$ cat src/rtl/seq_multiplier_if.sv
// Handshake bundle for seq_multiplier: operand channel (x, y, sgn) and product channel (o),
// each with its own valid/ready pair, plus a busy status line.
interface seq_multiplier_if #(
  parameter int WIDTH = 8
);
  logic                 in_valid;
  logic                 in_ready;
  logic [WIDTH-1:0]     x;
  logic [WIDTH-1:0]     y;
  logic                 sgn;
  logic                 out_valid;
  logic                 out_ready;
  logic [2*WIDTH-1:0]   o;
  logic                 busy;

  modport master (
    output in_valid, x, y, sgn, out_ready,
    input  in_ready, out_valid, o, busy
  );

  modport slave (
    input  in_valid, x, y, sgn, out_ready,
    output in_ready, out_valid, o, busy
  );
endinterface

$ cat src/rtl/seq_multiplier.sv
// Iterative shift-add multiplier retiring K multiplier bits per cycle, unsigned or
// two's-complement per operation, with valid/ready handshakes on operands and product.
module seq_multiplier #(
  parameter int WIDTH = 8,
  parameter int K     = 2
) (
  input  logic             clk,
  input  logic             rst_n,
  seq_multiplier_if.slave  mul
);
  localparam int N  = WIDTH / K;
  localparam int SW = $clog2(N + 1);

  generate
    if (WIDTH < 2 || K < 1 || K > WIDTH || (WIDTH % K) != 0) begin : g_bad_params
      $error("seq_multiplier: illegal WIDTH/K combination");
    end
  endgenerate

  typedef enum logic [1:0] {IDLE, CALC, DONE} state_t;

  state_t               state;
  state_t               state_next;
  logic [2*WIDTH-1:0]   acc;
  logic [2*WIDTH-1:0]   mcand;
  logic [2*WIDTH-1:0]   o_reg;
  logic [2*WIDTH-1:0]   partial;
  logic [WIDTH-1:0]     y_reg;
  logic [WIDTH-1:0]     x_mag;
  logic [WIDTH-1:0]     y_mag;
  logic [SW-1:0]        step;
  logic                 neg;
  logic                 calc_last;

  // Magnitudes fit in WIDTH unsigned bits, including -2^(WIDTH-1).
  assign x_mag     = (mul.sgn && mul.x[WIDTH-1]) ? -mul.x : mul.x;
  assign y_mag     = (mul.sgn && mul.y[WIDTH-1]) ? -mul.y : mul.y;
  assign partial   = {{(2*WIDTH-K){1'b0}}, y_reg[K-1:0]} * mcand;
  assign calc_last = (step == SW'(N));
  assign mul.o     = o_reg;

  always_ff @(posedge clk) begin
    if (!rst_n) begin
      state <= IDLE;
    end else begin
      state <= state_next;
    end
  end

  always_comb begin
    state_next = state;
    case (state)
      IDLE:    if (mul.in_valid) state_next = CALC;
      CALC:    if (calc_last)    state_next = DONE;
      DONE:    if (mul.out_ready) state_next = IDLE;
      default: state_next = IDLE;
    endcase
  end

  always_comb begin
    mul.in_ready  = 1'b0;
    mul.busy      = 1'b0;
    mul.out_valid = 1'b0;
    case (state)
      IDLE:    mul.in_ready  = 1'b1;
      CALC:    mul.busy      = 1'b1;
      DONE:    mul.out_valid = 1'b1;
      default: ;
    endcase
  end

  // The extra CALC cycle after the last partial product applies the sign to the result.
  always_ff @(posedge clk) begin
    if (!rst_n) begin
      acc   <= '0;
      mcand <= '0;
      y_reg <= '0;
      step  <= '0;
      neg   <= 1'b0;
      o_reg <= '0;
    end else begin
      case (state)
        IDLE: begin
          if (mul.in_valid) begin
            mcand <= {{WIDTH{1'b0}}, x_mag};
            y_reg <= y_mag;
            neg   <= mul.sgn & (mul.x[WIDTH-1] ^ mul.y[WIDTH-1]);
            acc   <= '0;
            step  <= '0;
          end
        end
        CALC: begin
          if (calc_last) begin
            o_reg <= neg ? -acc : acc;
          end else begin
            acc   <= acc + partial;
            mcand <= mcand << K;
            y_reg <= y_reg >> K;
            step  <= step + SW'(1);
          end
        end
        default: ;
      endcase
    end
  end
endmodule

$ cat src/flat_wrapper.sv
// flat-port wrapper written by rule: the top's interface ports become plain ports
module seq_multiplier_flat 
#(
  parameter int WIDTH = 8,
  parameter int K     = 2
)
  (clk, rst_n, mul_in_valid, mul_x, mul_y, mul_sgn, mul_out_ready, mul_in_ready, mul_out_valid, mul_o, mul_busy);
  seq_multiplier_if #(.WIDTH(WIDTH)) mul_i ();
  input  logic clk;
  input  logic rst_n;
  input wire logic [$bits(mul_i.in_valid)-1:0] mul_in_valid;
  input wire logic [$bits(mul_i.x)-1:0] mul_x;
  input wire logic [$bits(mul_i.y)-1:0] mul_y;
  input wire logic [$bits(mul_i.sgn)-1:0] mul_sgn;
  input wire logic [$bits(mul_i.out_ready)-1:0] mul_out_ready;
  output wire logic [$bits(mul_i.in_ready)-1:0] mul_in_ready;
  output wire logic [$bits(mul_i.out_valid)-1:0] mul_out_valid;
  output wire logic [$bits(mul_i.o)-1:0] mul_o;
  output wire logic [$bits(mul_i.busy)-1:0] mul_busy;
  assign mul_i.in_valid = mul_in_valid;
  assign mul_i.x = mul_x;
  assign mul_i.y = mul_y;
  assign mul_i.sgn = mul_sgn;
  assign mul_i.out_ready = mul_out_ready;
  assign mul_in_ready = mul_i.in_ready;
  assign mul_out_valid = mul_i.out_valid;
  assign mul_o = mul_i.o;
  assign mul_busy = mul_i.busy;
  seq_multiplier #(.WIDTH(WIDTH), .K(K)) u_core (.clk(clk), .rst_n(rst_n), .mul(mul_i));
endmodule
$ cat config.mk
export PLATFORM = sky130hd
export DESIGN_NAME = seq_multiplier_flat
export DESIGN_NICKNAME = d
export VERILOG_FILES = /design/src/rtl/seq_multiplier_if.sv /design/src/rtl/seq_multiplier.sv /design/src/flat_wrapper.sv
export SDC_FILE = /design/constraint.sdc
export NUM_CORES = 1
export LEC_CHECK = 0
export ABC_AREA = 1
export ABC_CLOCK_PERIOD_IN_PS = 6820
export BUFFER_PORTS_ARGS = -buffer_cell sky130_fd_sc_hd__buf_2
export CORE_MARGIN = 2
export CORE_UTILIZATION = 55
export CTS_BUF_LIST = sky130_fd_sc_hd__clkbuf_4 sky130_fd_sc_hd__clkbuf_8 sky130_fd_sc_hd__clkbuf_16
export DETAILED_ROUTE_END_ITERATION = 10
export GPL_TIMING_DRIVEN = 0
export HOLD_SLACK_MARGIN = 0.06
export PLACE_DENSITY = 0.75
export SLEW_MARGIN = 10
export SYNTH_ARGS = -nofsm -noshare
export SYNTH_HDL_FRONTEND = slang
export SYNTH_SLANG_ARGS = --single-unit
$ cat constraint.sdc
create_clock -name clk -period 6.82 [get_ports clk]
set_input_delay 1.023 -clock clk [delete_from_list [all_inputs] [get_ports clk]]
set_output_delay 1.023 -clock clk [all_outputs]
set_load 0.005 [all_outputs]
* Yosys cells after proc, flatten, opt, wreduce, memory -nomap -nowiden
Cells that the tools add are included.
** Operators by class
- Add/subtract/negate cells :: 5
- $mul :: 1
- Equal/unequal tests :: 7
- Mux-type cells :: 22
- Bitwise gates (word level) :: 2
- Reduce and logical (&&, ||, !) cells :: 8
** Operator list (count)
- 16-bit two-way mux :: 5
- 16-bit case mux with 2 select lines :: 2
- 8-bit two-way mux :: 4
- 16-bit adder :: 1
- 2-bit by 16-bit multiplier with 16-bit output :: 1
- 16-bit negator :: 1
- 8-bit negator :: 2
- 8-bit case mux with 2 select lines :: 1
- 2-bit two-way mux :: 3
- 3-bit two-way mux :: 2
- 2-bit inequality test, second input constant :: 3
- 2-bit case mux with 3 select lines :: 1
- 3-bit case mux with 2 select lines :: 1
- 3-bit AND reduction :: 2
- 2-bit AND reduction :: 2
- 3-bit by 1-bit adder with 3-bit output, second input constant :: 1
- 3-bit == test, second input constant :: 1
- 1-bit two-way mux :: 3
- 2-bit by 1-bit == test with 1-bit output, second input constant :: 1
- 2-bit == test, second input constant :: 1
- 1-bit logical AND :: 2
- 2-bit zero test :: 1
- 2-bit by 1-bit inequality test with 1-bit output, second input constant :: 1
- 2-bit nonzero test :: 1
- other kinds (2) :: 2
** Word-level totals
- Flip-flop bits (word level) :: 62
- Input bits :: 21
- Output and inout bits :: 19
- Logic and storage cells :: 52

* Depth between registers and ports, before layout
- Depth after elaboration :: 4
- Mapped depth :: 15
- Depth with buffers taken out :: 14

* Worst setup path before layout
No wires, ideal clock.
- Kind :: reg2reg
- From :: register u_core.y_reg[1]
- To :: register u_core.acc[6]
- Library setup time :: 132 ps
- Data arrival time :: 2363 ps
- Required time :: 6688 ps
- Setup slack :: 4325 ps
- Cell stages (with the launch flop) :: 14
- Path buffers :: 2
- Clock period less this slack :: 2495 ps
- Cells stage by stage :: dfxtp_1 buf_2 clkbuf_1 nand2_1 fa_1 inv_1 ha_1 nand2_1 inv_1 nand2_1 nand3_1 or2_2 nand3_1 a21oi_1
** On the way
- Word-level cells in the longest chain between the ends :: 4
** RTL lines
- from (decl) :: RTL line seq_multiplier.sv:28 : logic [WIDTH-1:0] y_reg;
- from (signal assigned) :: RTL line seq_multiplier.sv:86 : y_reg <= y_mag;
- from (signal assigned) :: RTL line seq_multiplier.sv:98 : y_reg <= y_reg >> K;
- 2-bit by 16-bit multiplier with 16-bit output :: RTL line seq_multiplier.sv:38 : assign partial = {{(2*WIDTH-K){1'b0}}, y_reg[K-1:0]} * mcand;
- 16-bit adder :: RTL line seq_multiplier.sv:96 : acc <= acc + partial;
- 16-bit two-way mux :: RTL line seq_multiplier.sv:93 : if (calc_last) begin
- 16-bit case mux with 2 select lines :: RTL line seq_multiplier.sv:82 : case (state)
- to (signal assigned) :: RTL line seq_multiplier.sv:96
- to (decl) :: RTL line seq_multiplier.sv:24 : logic [2*WIDTH-1:0] acc;
Every way passes these cells. The select of a mux whose other input is x is not followed.
A chain may end at the register's enable or synchronous reset.

* Worst setup path in the final report
Ends and elaborated chain as after synthesis.

==> reports/results.ini <==
[run_status]
status=completed

[floorplan]
rows=32
start_util_pct=56.7
io_pins=40
coreArea_sq_um=7730
dieArea_sq_um=8700
chipHeight_um=93.3
die_x_um=93.3

[clock_tree]
postCtsHoldBufs=0
htree_levels=3
tritoncts=done
post_cts_resized=0
clock_latency_ns=0.35
numCtsBuffers=9
clock-sinks=62
clk_pin_slew_worst_paths_ns=0.06
clock_path_buffers=2
root_buffer=clkbuf_8
cts_setup_buffers=0

[synth]
synth_compound_area_share_pct=14.5
synthAdderAreaFrac_pct=12.6
synth_area_leaders=dfxtp_1 (28%), nand2_1 (17%), inv_1 (9.8%)
netlist_instances=672
synth_top_cell_area_share_pct=28.3
yosys.cell_types.count=30
synth_top_family_by_area=simple AND/OR/NAND/NOR gates
postSynthAreaPerCell_sq_um=6.52
synth_area_sq_um=4380
synth_top_area_cell=dfxtp_1
ys_ff_latch=62
syn_nets=728
ys_seq_area_share_pct=28.3
synth-xor-area-share_pct=2.40
synth-simple-area-share_pct=28.9
synth_mux_area_share_pct=0
yosys_warnings=0

[detailed_routing]
ant_nets=0
vias=4304
dr.pass1.iters=5
drtIter0Drc=228
drc_errors=0
vias_per_cell=5.20
avgRoutedWirePerCell_um=13.4
drt_wl_total_um=11100

[critical_path]
r2r_slack_ns=3.83
path_max_fanout=10
required_ns=7.02
end_kind=register
arrival_ns=3.19
start_kind=register
path_class=reg -> reg

[power_and_ir_drop]
vdd_drop_max_mv=0.121
powerDensity_nw_per_um2=165
p_leak_nw=2.51

[sta]
tightest_slew_ns=0.595
fmax_ghz=0.335
fin_setup_tns_ns=0
slew_headroom_pct=60.4
finalHoldViolCount=0
setup_violations=0
finalCritPeriodShare_pct=43.8
period_needed_ns=2.99
rsz0062_at_grt=false
finalClockSkew_ns=0.00970
drv_slew=0

[placed_design]
io_buffers=39
dpl.hpwl_um=8810
gp_congestion=0.912
post-place-cells=813
dpl_cell_area_sq_um=4710

[cells_and_area]
fin_area_sq_um=4880
drive_above_1_share_pct=10.9
final.fill_count=721
fin_nets=778
final_cells=828
n_antenna_cell=0
area_growth_syn_to_layout_pct=11.3

[global_routing]
grt_pass1_vias=3927
grt_pass1_wl_um=18200
grt_overflow=0
grt_max_degree=11
antenna_found_initial=0
gr-usage-all-layers_pct=26.7

[flow_run]
drv_cap=0

[hold_path]
min-delay-path-class=reg -> reg

worst max-delay path: stages, from the launching register on:
cell and delay, ns:
dfxtp_1 0.30, buf_2 0.20, clkbuf_1 0.40, nand2_1 0.15, fa_1 0.52, inv_1 0.04
ha_1 0.35, nand2_1 0.13, inv_1 0.05, nand2_1 0.06, nand3_1 0.17, or2_2 0.33
nand3_1 0.08, a21oi_1 0.06
metrics by stage:
| step | util [%] | setup WS, ns | power [mW] | hold WS [ns] |
|---|---|---|---|---|
| 5_1_grt | 63.1 | 3.64 | 0.838 | 0.492 |
| 6_report | 63.1 | 3.83 | 0.803 | 0.462 |
| 3_5_place_dp | 60.9 | 3.87 | 0.516 | 0.455 |
| 4_1_cts | 63.1 | 3.85 | 0.803 | 0.465 |
| 2_1_floorplan | - | 4.32 | 0.476 | 0.439 |
| 3_3_place_gp | 60.9 | 3.91 | 0.513 | 0.451 |
cells in the mapped netlist:
cell / count
ha_1: 20
nor2_4: 2
a31oi_1: 7
clkbuf_1: 8
o21a_1: 1
fa_1: 15
nand3_1: 44
o221ai_1: 1
o21ai_1: 3
nand3b_1: 3
o21ai_0: 34
and3_1: 1
nand2_2: 2
a21oi_1: 69
xor2_1: 12
nand2_1: 201
buf_4: 1
nand4_1: 7
o211ai_1: 4
buf_6: 7
buf_2: 6
nor3_1: 3
dfxtp_1: 62
or2_2: 4
inv_2: 2
nand2_4: 1
o31ai_1: 1
nor2_1: 36
inv_1: 114
a211oi_1: 1
cell type report:
class	instances	area (sq um)	share of cell area, %
Buffer	22	146	3.00
Clock buffer	11	151	3.10
Clock inverter	4	22.5	0.462
Inverter	116	435	8.92
Multi-Input combinational cell	472	2560	52.5
Sequential cell	62	1240	25.4
Tap cell	102	128	2.62
Timing Repair Buffer	39	195	4.00
cell usage in the layout, fill, tap and decap left out, types with 8 or more instances in the layout:
cell      instances
buf_2            45
o21ai_0          34
xor2_1           12
inv_1           114
nand2_1         201
a21oi_1          69
ha_1             20
fa_1             15
clkbuf_1          8
nor2_1           36
nand3_1          44
dfxtp_1          62
clkbuf_8         11
per-layer routing:
layer | vias to the layer above | GRT usage (%) | wire [um]
met5 | - | 0 | 0
met2 | 105 | 45.8 | 5370
li1 | 2221 | - | -
met1 | 1962 | 34.8 | 5020
met4 | 0 | 6.74 | 168
met3 | 16 | 4.59 | 509
where the power goes:
part,internal [mW],switching (mW)
Sequential,0.374,0.0108
Clock,0.148,0.146
Combinational,0.0429,0.0819
path summary, 6_finish.rpt:
kind | startpoint | to | cells past startpoint
worst max-delay path | u_core.y_reg[1] | u_core.acc[6] | 13
worst min-delay path | u_core.y_reg[6] | u_core.y_reg[6] | 2
worst max register to register | u_core.y_reg[1] | u_core.acc[6] | 13
worst min register to register | u_core.y_reg[6] | u_core.y_reg[6] | 2
logic make-up after synthesis:
| logic type | after synthesis |
|---|---|
| DFF | 62 |
| and+or+nand+nor | 304 |
| adders and majority gates | 35 |
| buffers and inverters | 138 |
| AOI/OAI and AO/OA | 121 |
| xor gates and xnor gates | 12 |
Power figures use the tool's default switching activity.
